### src/rtl/pipe_pkg.sv
// Shared opcode constants, NOP encoding and register-use helpers for the pipeline.
package pipe_pkg;

    localparam logic [6:0] OP_LOAD   = 7'b0000011;
    localparam logic [6:0] OP_STORE  = 7'b0100011;
    localparam logic [6:0] OP_BRANCH = 7'b1100011;
    localparam logic [6:0] OP_R      = 7'b0110011;
    localparam logic [6:0] OP_LUI    = 7'b0110111;
    localparam logic [6:0] OP_AUIPC  = 7'b0010111;
    localparam logic [6:0] OP_JAL    = 7'b1101111;

    // addi x0, x0, 0
    localparam logic [31:0] NOP = 32'h0000_0013;

    // Everything except the upper-immediate forms and JAL reads rs1.
    function automatic logic uses_rs1(input logic [31:0] inst);
        logic [6:0] op;
        op = inst[6:0];
        return !(op == OP_LUI || op == OP_AUIPC || op == OP_JAL);
    endfunction

    // Only register-register, store and branch forms read rs2.
    function automatic logic uses_rs2(input logic [31:0] inst);
        logic [6:0] op;
        op = inst[6:0];
        return (op == OP_R || op == OP_STORE || op == OP_BRANCH);
    endfunction

endpackage

### src/rtl/hazard_detect.sv
// Load-use hazard detection between the instruction in ID and a load in EX.
module hazard_detect
    import pipe_pkg::*;
(
    input  logic [31:0] inst_ID,
    input  logic        valid_ID,
    input  logic [31:0] inst_EX,
    input  logic        RegWEn_EX,
    output logic        lu
);

    logic [4:0] rd_EX;
    logic [4:0] rs1_ID;
    logic [4:0] rs2_ID;
    logic       src_match;

    // A load in EX whose destination feeds a source the ID instruction actually reads.
    always_comb begin
        rd_EX     = inst_EX[11:7];
        rs1_ID    = inst_ID[19:15];
        rs2_ID    = inst_ID[24:20];
        src_match = (uses_rs1(inst_ID) && (rd_EX == rs1_ID)) ||
                    (uses_rs2(inst_ID) && (rd_EX == rs2_ID));
        lu        = valid_ID && (inst_EX[6:0] == OP_LOAD) && RegWEn_EX &&
                    (rd_EX != 5'd0) && src_match;
    end

endmodule

### src/rtl/if_id_stage.sv
// IF/ID pipeline register with load-use stall, branch flush and perf counters.
module if_id_stage
    import pipe_pkg::*;
#(
    parameter int Width    = 32,
    parameter int CntWidth = 16
) (
    input  logic                clk_i,
    input  logic                rst_i,
    input  logic [Width-1:0]    pc_IF,
    input  logic [Width-1:0]    inst_IF,
    input  logic                fetch_valid_IF,
    input  logic                PCSel_EX,
    input  logic [Width-1:0]    inst_EX,
    input  logic                RegWEn_EX,
    output logic [Width-1:0]    pc_ID,
    output logic [Width-1:0]    inst_ID,
    output logic                valid_ID,
    output logic                pc_en_o,
    output logic                bubble_EX_o,
    output logic [CntWidth-1:0] stall_cnt_o,
    output logic [CntWidth-1:0] flush_cnt_o
);

    localparam logic [Width-1:0]    NOP_W   = Width'(NOP);
    localparam logic [CntWidth-1:0] CNT_MAX = '1;

    logic [Width-1:0]    pc_d, pc_q;
    logic [Width-1:0]    inst_d, inst_q;
    logic                valid_d, valid_q;
    logic [CntWidth-1:0] stall_cnt_d, stall_cnt_q;
    logic [CntWidth-1:0] flush_cnt_d, flush_cnt_q;
    logic                lu;

    hazard_detect u_hazard_detect (
        .inst_ID   (inst_q[31:0]),
        .valid_ID  (valid_q),
        .inst_EX   (inst_EX[31:0]),
        .RegWEn_EX (RegWEn_EX),
        .lu        (lu)
    );

    // Next-state selection: flush beats load-use, which beats a fetch bubble.
    always_comb begin
        pc_d        = pc_q;
        inst_d      = inst_q;
        valid_d     = valid_q;
        stall_cnt_d = stall_cnt_q;
        flush_cnt_d = flush_cnt_q;
        if (PCSel_EX) begin
            pc_d    = pc_IF;
            inst_d  = NOP_W;
            valid_d = 1'b0;
            if (flush_cnt_q != CNT_MAX) flush_cnt_d = flush_cnt_q + 1'b1;
        end else if (lu) begin
            if (stall_cnt_q != CNT_MAX) stall_cnt_d = stall_cnt_q + 1'b1;
        end else if (!fetch_valid_IF) begin
            pc_d    = pc_IF;
            inst_d  = NOP_W;
            valid_d = 1'b0;
        end else begin
            pc_d    = pc_IF;
            inst_d  = inst_IF;
            valid_d = 1'b1;
        end
    end

    // PC enable and ID/EX bubble request, same-cycle; reset holds PC and bubbles EX.
    always_comb begin
        pc_en_o     = 1'b0;
        bubble_EX_o = 1'b1;
        if (!rst_i) begin
            pc_en_o     = PCSel_EX || (!lu && fetch_valid_IF);
            bubble_EX_o = PCSel_EX || lu;
        end
    end

    // Stage register and counters with synchronous reset.
    always_ff @(posedge clk_i) begin
        if (rst_i) begin
            pc_q        <= '0;
            inst_q      <= NOP_W;
            valid_q     <= 1'b0;
            stall_cnt_q <= '0;
            flush_cnt_q <= '0;
        end else begin
            pc_q        <= pc_d;
            inst_q      <= inst_d;
            valid_q     <= valid_d;
            stall_cnt_q <= stall_cnt_d;
            flush_cnt_q <= flush_cnt_d;
        end
    end

    assign pc_ID       = pc_q;
    assign inst_ID     = inst_q;
    assign valid_ID    = valid_q;
    assign stall_cnt_o = stall_cnt_q;
    assign flush_cnt_o = flush_cnt_q;

endmodule

### config.mk
export PLATFORM = sky130hd
export DESIGN_NAME = if_id_stage
export DESIGN_NICKNAME = d
export VERILOG_FILES = /design/src/rtl/pipe_pkg.sv /design/src/rtl/hazard_detect.sv /design/src/rtl/if_id_stage.sv
export SDC_FILE = /design/constraint.sdc
export NUM_CORES = 1
export LEC_CHECK = 0
export CORE_ASPECT_RATIO = 0.7
export CORE_MARGIN = 4
export CORE_UTILIZATION = 45
export CTS_BUF_LIST = sky130_fd_sc_hd__clkbuf_2
export DETAILED_ROUTE_END_ITERATION = 6
export GPL_TIMING_DRIVEN = 0
export PLACE_DENSITY = 0.95
export SLEW_MARGIN = 0
export SYNTH_ARGS = -nofsm -noshare
export SYNTH_HDL_FRONTEND = slang
export SYNTH_SLANG_ARGS = --single-unit
### constraint.sdc
create_clock -name clk_i -period 3.1 [get_ports clk_i]
set_input_delay 0.31 -clock clk_i [delete_from_list [all_inputs] [get_ports clk_i]]
set_output_delay 0.31 -clock clk_i [all_outputs]
set_load 0.05 [all_outputs]
==> Flow_metrics.wiki, run 1 <==
{| class="wikitable"
! Metric !! Value
|-
| Hold buffer count at CTS || 0
|-
| Gpl congestion || 0.878
|-
| Share of power burned in the clock network || 0.244
|-
| Setup repair after global routing missed its margin || no
|-
| Proportion of total power due to net switching || 0.282
|-
| Number of antenna cells inserted || 0
|-
| Antenna violations before repair || 0
|-
| Met1 usage || 0.284
|-
| Max cap viols || 0
|-
| Status || finished, final reports clean
|-
| Total of flip-flops plus latches after synthesis || 97
|-
| Vertical die dimension || 88.5 um
|-
| Number of setup violations in the final report || 0
|-
| Total CTS buffers || 9
|-
| Total Routing Usage GR || 0.233
|-
| Worst setup EP type || primary output
|-
| CTS H-Tree Depth || 3
|-
| Combinational group share of total power || 0.185
|-
| Die X-Extent || 123 um
|-
| Worst-Margin Slew || 1220 ps
|-
| Initial DRT Pass Iterations || 5
|-
| Fraction of layout instances using a drive strength above 1 || 0.0554
|-
| Total number of yosys warnings || 0
|-
| Internal power component || 1.65 mW
|-
| Dpl ws || -545 ps
|-
| Core outline area || 9030 um^2
|-
| Ratio of total power to cell area || 370 nW/um^2
|-
| Count of routing violations after the opening detailed-route iteration || 268
|-
| Achievable frequency || 334 MHz
|-
| Main synth FF type || sky130_fd_sc_hd__dfxtp_1
|-
| Busiest metal layer after global routing || met2
|-
| Final period util || 0.966
|-
| Global-route met2 utilization || 0.404
|-
| Sequential element share of the synthesized area || 0.466
|-
| Critical Path AT || 2690 ps
|-
| First-pass GRT wire length || 19900 um
|-
| Area growth from synthesis to final layout || 48.9%
|-
| Routed WL || 12700 um
|-
| Mapped Cells || 474
|-
| Minimum clock period || 3000 ps
|-
| Clock-pin slew reported for the worst setup and hold paths after clock tree synthesis || 220 ps
|-
| Clock latency reported for the late side of the worst-skew pair || 550 ps
|-
| Commonest cells after routing, fill and taps aside || sky130_fd_sc_hd__clkdlybuf4s50_1, sky130_fd_sc_hd__dfxtp_1, sky130_fd_sc_hd__nor2_1
|-
| Type of the tightest min-delay check || input pin to flop
|-
| Fin worst setup slack || 105 ps
|-
| Clk Tree Root Cell || sky130_fd_sc_hd__clkbuf_2
|-
| Final ANT Viol Nets || 0
|-
| Starting Density || 0.461
|-
| Wire length per cell || 16.0 um
|-
| Net switching power || 0.647 mW
|-
| IO buf count || 177
|-
| Final nets || 767
|-
| Via Count || 4187
|-
| Final slew viol count || 0
|-
| Highest fanout seen on the critical path || 10
|-
| Maximum vdd ir drop || 0.253 mV
|-
| Required time worst endpoint || 2790 ps
|-
| Skew final || 18.0 ps
|-
| Number of flops mapped to enable cells by yosys || 0
|-
| Pin count of the biggest net entering global routing || 15
|-
| Synthesized area divided by synthesized cell count || 8.79 um^2
|-
| Worst hold slack after final layout || 136 ps
|-
| Final count of hold timing violations || 0
|-
| Leakage power of the design || 2.43 nW
|-
| Row cnt || 29
|-
| Area of the mapped netlist || 4170 um^2
|-
| Remaining DRCs || 0
|-
| Overall overflow remaining after global route || 0
|-
| Via count of the first global-routing pass || 4086
|-
| Longest Clk Path Bufs || 2
|-
| Max_slew headroom || 0.168
|-
| CTS tree || yes
|-
| Kind of critical path || input pin to primary output
|-
| Number of clock sinks seen by CTS || 97
|-
| Estimated wirelength of the detail-placed design || 9900 um
|-
| Most common library cell in the layout ignoring fill and taps || sky130_fd_sc_hd__clkdlybuf4s50_1
|-
| Share of flip-flops with an asynchronous set or reset after synthesis || 0
|-
| Launching element type of the critical path || input pin
|-
| Top-level port count || 200
|-
| Met3 track utilization from global routing || 0.0518
|-
| Post-Synthesis Net Count || 577
|-
| Distinct cells, synth || 47
|-
| Die area || 10900 um^2
|-
| Sequential share of power || 0.570
|-
| Number of vias per cell || 5.29
|}
[kinds of logic after synthesis]
| logic type | after synthesis | synth area share |
|---|---|---|
| xor+xnor | 23 | 0.0501 |
| simple gates | 216 | 0.249 |
| fa+ha+maj | 2 | 0.00600 |
| compound gates | 70 | 0.105 |
| flops | 97 | 0.466 |
| mux | 36 | 0.0874 |
| buf+inv | 30 | 0.0366 |
[what timing repair did]
action | CTS | global route
hold endpoints to repair | 0 | 0
gates resized for setup | 4 | 3
buffers inserted | 2 | 0
pin swaps | 2 | 0
setup endpoints to repair | 2 | 2
[per-stage QoR]
step	setup TNS [ps]	instances	utilization	instance area (um^2)	power, mW
after floorplan	0	474	-	4170	1.55
after global placement	-730	775	0.675	6090	1.75
after detailed placement	-845	775	0.675	6090	1.76
after CTS	0	792	0.687	6210	2.33
after global routing	0	792	0.687	6210	2.40
final	0	792	0.687	6210	2.30
[area by class of cell]
class | instances | area (um^2)
multi-input cells | 347 | 2080
repair buffers | 179 | 1780
well taps | 124 | 155
fillers | 699 | 2830
clock inverters | 5 | 47.5
flip-flops and latches | 97 | 1940
plain buffers | 26 | 138
inverters | 4 | 15.0
clock buffers | 10 | 50.0
[cell usage after synthesis (all sizes together) (4+ instances only)]
master	number	area [um^2]
nand2	55	206
dfxtp	97	1940
xor2	14	123
nand3	39	200
buf	13	88.8
nand4	12	75.1
or3	7	43.8
clkbuf	13	48.8
xnor2	9	86.3
a21oi	45	225
or2	4	25.0
and3	6	37.5
nor3b	4	30.0
or4	4	30.0
o211ai	4	43.8
nor2	68	255
mux2i	33	330
inv	4	15.0
nor4	5	46.3
o21ai	12	63.8
[routing by layer]
metal / part of all wire / vias to the layer above
li1: - / 2030
met5: 0 / -
met1: 0.42 / 1967
met4: 0.026 / 0
met3: 0.060 / 31
met2: 0.49 / 159
[worst max-delay path, cell delays in order]
cell	delay, ps
sky130_fd_sc_hd__clkdlybuf4s50_1	390
sky130_fd_sc_hd__nor4_1	370
sky130_fd_sc_hd__nand4_1	270
sky130_fd_sc_hd__nor2_1	420
sky130_fd_sc_hd__a32oi_4	100
sky130_fd_sc_hd__buf_4	200
sky130_fd_sc_hd__nand2_1	80
sky130_fd_sc_hd__dlygate4sd2_1	530
[state kept, by name (all words and copies together), names as in the netlist]
name and flops:
pc_ID 32, inst_ID 32, stall_cnt_o 16, flush_cnt_o 16, valid_ID 1
[worst paths after layout]
path | endpoint | slack (ps) | start | depth (start not counted)
hold / removal | flush_cnt_o[1] | 140 | PCSel_EX | 3
hold reg to reg | inst_ID[9] | 470 | inst_ID[9] | 2
setup reg to reg | flush_cnt_o[11] | 780 | flush_cnt_o[9] | 6
setup / recovery | bubble_EX_o | 100 | inst_EX[2] | 8
[power by group through the flow]
stage	clock, mW	combinational, mW	sequential (mW)
after global routing	0.636	0.451	1.32
final	0.561	0.426	1.31
after floorplan	0	0.0934	1.46
after global placement	0	0.417	1.33
after CTS	0.594	0.428	1.31
after detailed placement	0	0.426	1.33
Note: power is estimated with default switching activity, not from simulation.
==> run 2, diff against run 1 <==
Settings changed: CORE_MARGIN 4 to default.
==> run 2 against run 1 <==
Clock skew up 12 ps. Global-route usage up 2.5 points. Combinational power is essentially flat. Setup slack improved by 16 ps. Sequential power hardly changed. Core utilization grew 2.6 points. Final cell count shrank 0.51%. Flip-flop and latch count is the same. Fmax rose by 0.55%. Die area fell by 11%. Register-to-register slack hardly changed.
==> Flow_metrics.wiki, run 2 (synthesis gave the netlist of run 1 again) <==
{| class="wikitable"
! Metric !! Value
|-
| Status || finished, final reports clean
|-
| Flop-to-flop setup slack || 780 ps (about the same)
|-
| Achievable frequency || 336 MHz (+0.55%)
|-
| Routed WL || 12400 um (-2.3%)
|-
| Number of inserted filler cells in the final layout || 656 (-6.2%)
|-
| Number of setup violations in the final report || 0 (unchanged)
|-
| Net switching power || 0.693 mW (+7.1%)
|-
| Maximum vdd ir drop || 0.230 mV (-9.0%)
|-
| Setup tns final || 0 ps (unchanged)
|-
| Hold buffer count at CTS || 0 (unchanged)
|-
| Initial DRT Pass Iterations || 5 (unchanged)
|-
| Skew final || 29.7 ps (+11.7 ps)
|-
| Highest fanout seen on the critical path || 10 (unchanged)
|-
| Type of the tightest min-delay check || input pin to flop
|-
| Longest Clk Path Bufs || 2 (unchanged)
|-
| Critical Path AT || 2670 ps (-20 ps)
|-
| Starting Density || 0.478 (+0.0165)
|-
| Launching element type of the critical path || input pin
|-
| Fraction of layout instances using a drive strength above 1 || 0.0584 (+0.00299)
|-
| Row cnt || 28 (-3.4%)
|-
| Final slew viol count || 0 (unchanged)
|-
| Clk Tree Root Cell || sky130_fd_sc_hd__clkbuf_2
|-
| Ratio of total power to cell area || 379 nW/um^2 (+2.4%)
|-
| Final ANT Viol Nets || 0 (unchanged)
|-
| Number of clock sinks seen by CTS || 97 (unchanged)
|-
| Antenna violations before repair || 0 (unchanged)
|-
| Remaining DRCs || 0 (unchanged)
|-
| Clock-pin slew reported for the worst setup and hold paths after clock tree synthesis || 240 ps (+20 ps)
|-
| Required time worst endpoint || 2790 ps (about the same)
|-
| CTS H-Tree Depth || 3 (unchanged)
|-
| Via count of the first global-routing pass || 3925 (-3.9%)
|-
| Top-level port count || 200 (unchanged)
|-
| Count of routing violations after the opening detailed-route iteration || 219 (-18%)
|-
| Combinational group share of total power || 0.179 (-0.006)
|-
| Leakage power of the design || 2.44 nW (+0.26%)
|-
| Via Count || 4174 (-0.31%)
|-
| Max cap viols || 0 (unchanged)
|-
| Estimated wirelength of the detail-placed design || 9770 um (-1.3%)
|-
| Clock latency reported for the late side of the worst-skew pair || 550 ps (about the same)
|-
| Worst setup EP type || primary output
|-
| Die area || 9660 um^2 (-11%)
|-
| First-pass GRT wire length || 18900 um (-4.9%)
|-
| Minimum clock period || 2980 ps (-16.3 ps)
|-
| Wire length per cell || 15.8 um (-1.8%)
|-
| Total CTS buffers || 9 (unchanged)
|-
| IO buf count || 177 (unchanged)
|-
| Overall overflow remaining after global route || 0 (unchanged)
|-
| CTS tree || yes
|-
| Final period util || 0.961 (-0.00526)
|-
| Dpl ws || -521 ps (+23.2 ps)
|-
| Commonest cells after routing, fill and taps aside || sky130_fd_sc_hd__clkdlybuf4s50_1, sky130_fd_sc_hd__dfxtp_1, sky130_fd_sc_hd__nor2_1
|-
| Core occupancy in the finished layout || 0.712 (+0.0255)
|-
| Worst-Margin Slew || 1070 ps (-146 ps)
|-
| Number of antenna cells inserted || 0 (unchanged)
|-
| Number of vias per cell || 5.30 (+0.20%)
|-
| Kind of critical path || input pin to primary output
|-
| Share of power burned in the clock network || 0.264 (+0.020)
|-
| Area growth from synthesis to final layout || 49.1%
|-
| Max_slew headroom || 0.268 (+0.0997)
|-
| Fin worst setup slack || 121 ps (+16.3 ps)
|-
| Sequential share of power || 0.557 (-0.013)
|-
| Internal power component || 1.66 mW (+0.79%)
|-
| Proportion of total power due to net switching || 0.294 (+0.0125)
|-
| Core outline area || 8720 um^2 (-3.4%)
|-
| Final nets || 767 (unchanged)
|-
| Final count of hold timing violations || 0 (unchanged)
|-
| Gpl congestion || 0.827 (-5.7%)
|-
| Die X-Extent || 117 um (-4.9%)
|-
| Pin count of the biggest net entering global routing || 17 (+2)
|-
| Most common library cell in the layout ignoring fill and taps || sky130_fd_sc_hd__clkdlybuf4s50_1
|-
| Total Routing Usage GR || 0.258 (+0.0254)
|-
| Setup repair after global routing missed its margin || no
|-
| Vertical die dimension || 82.5 um (-6.8%)
|}
==> run 2: cell types whose count changed in the layout (fill, tap and decap cells not counted), sizes merged <==
cell	delta
clkbuf	-1
clkinv	-2
inv	+3
==> run 2: worst paths after layout <==
check              start             end  depth (start not counted)
max reg2reg  inst_ID[20]     inst_ID[21]                          8
max           inst_EX[2]     bubble_EX_o                          8
min reg2reg  inst_ID[11]     inst_ID[11]                          2
min             PCSel_EX  flush_cnt_o[1]                          3
==> run 2: worst max-delay path: stages <==
cell	delay, ps
sky130_fd_sc_hd__clkdlybuf4s50_1	400
sky130_fd_sc_hd__nor4_1	370
sky130_fd_sc_hd__nand4_1	300
sky130_fd_sc_hd__nor2_1	410
sky130_fd_sc_hd__a32oi_4	90
sky130_fd_sc_hd__buf_4	200
sky130_fd_sc_hd__nand2_1	60
sky130_fd_sc_hd__dlygate4sd2_1	530
==> run 2: routing by layer <==
metal | track usage | vias up | share of wire
li1 | - | 2027 | -
met5 | 0 | - | 0
met2 | 0.440 | 171 | 0.47
met1 | 0.315 | 1959 | 0.44
met3 | 0.0810 | 17 | 0.075
met4 | 0.0785 | 0 | 0.014
==> run 2: layout make-up <==
type | count | area, um^2 | area share
Buffer | 26 | 138 | 0.0221
Clock buffer | 9 | 45.0 | 0.00725
Clock inverter | 6 | 66.3 | 0.0107
Inverter | 4 | 15.0 | 0.00242
Multi-Input combinational cell | 347 | 2080 | 0.334
Sequential cell | 97 | 1940 | 0.312
Tap cell | 120 | 150 | 0.0242
Timing Repair Buffer | 179 | 1780 | 0.286
==> run 2: stage by stage <==
step | power, mW | hold slack [ps] | std cells | cell area, um^2
floorplan | 1.55 | 457 | 474 | 4170
global route | 2.46 | 26.4 | 788 | 6210
detailed placement | 1.76 | 449 | 771 | 6090
finish | 2.36 | 123 | 788 | 6210
global placement | 1.75 | 443 | 771 | 6090
CTS | 2.37 | 58.3 | 788 | 6220
==> run 2: power by group through the flow <==
stage	Sequential [mW]	Combinational, mW	Clock [mW]
final	1.31	0.423	0.621
after global routing	1.32	0.449	0.692
after CTS	1.31	0.425	0.635
after detailed placement	1.34	0.424	0
after global placement	1.33	0.415	0
after floorplan	1.46	0.0934	0
==> run 2: timing repair <==
item | CTS | global route
gates resized for setup | 4 | 3
hold endpoints to repair | 0 | 0
buffers inserted | 2 | 0
pin swaps | 2 | 0
setup endpoints to repair | 2 | 2
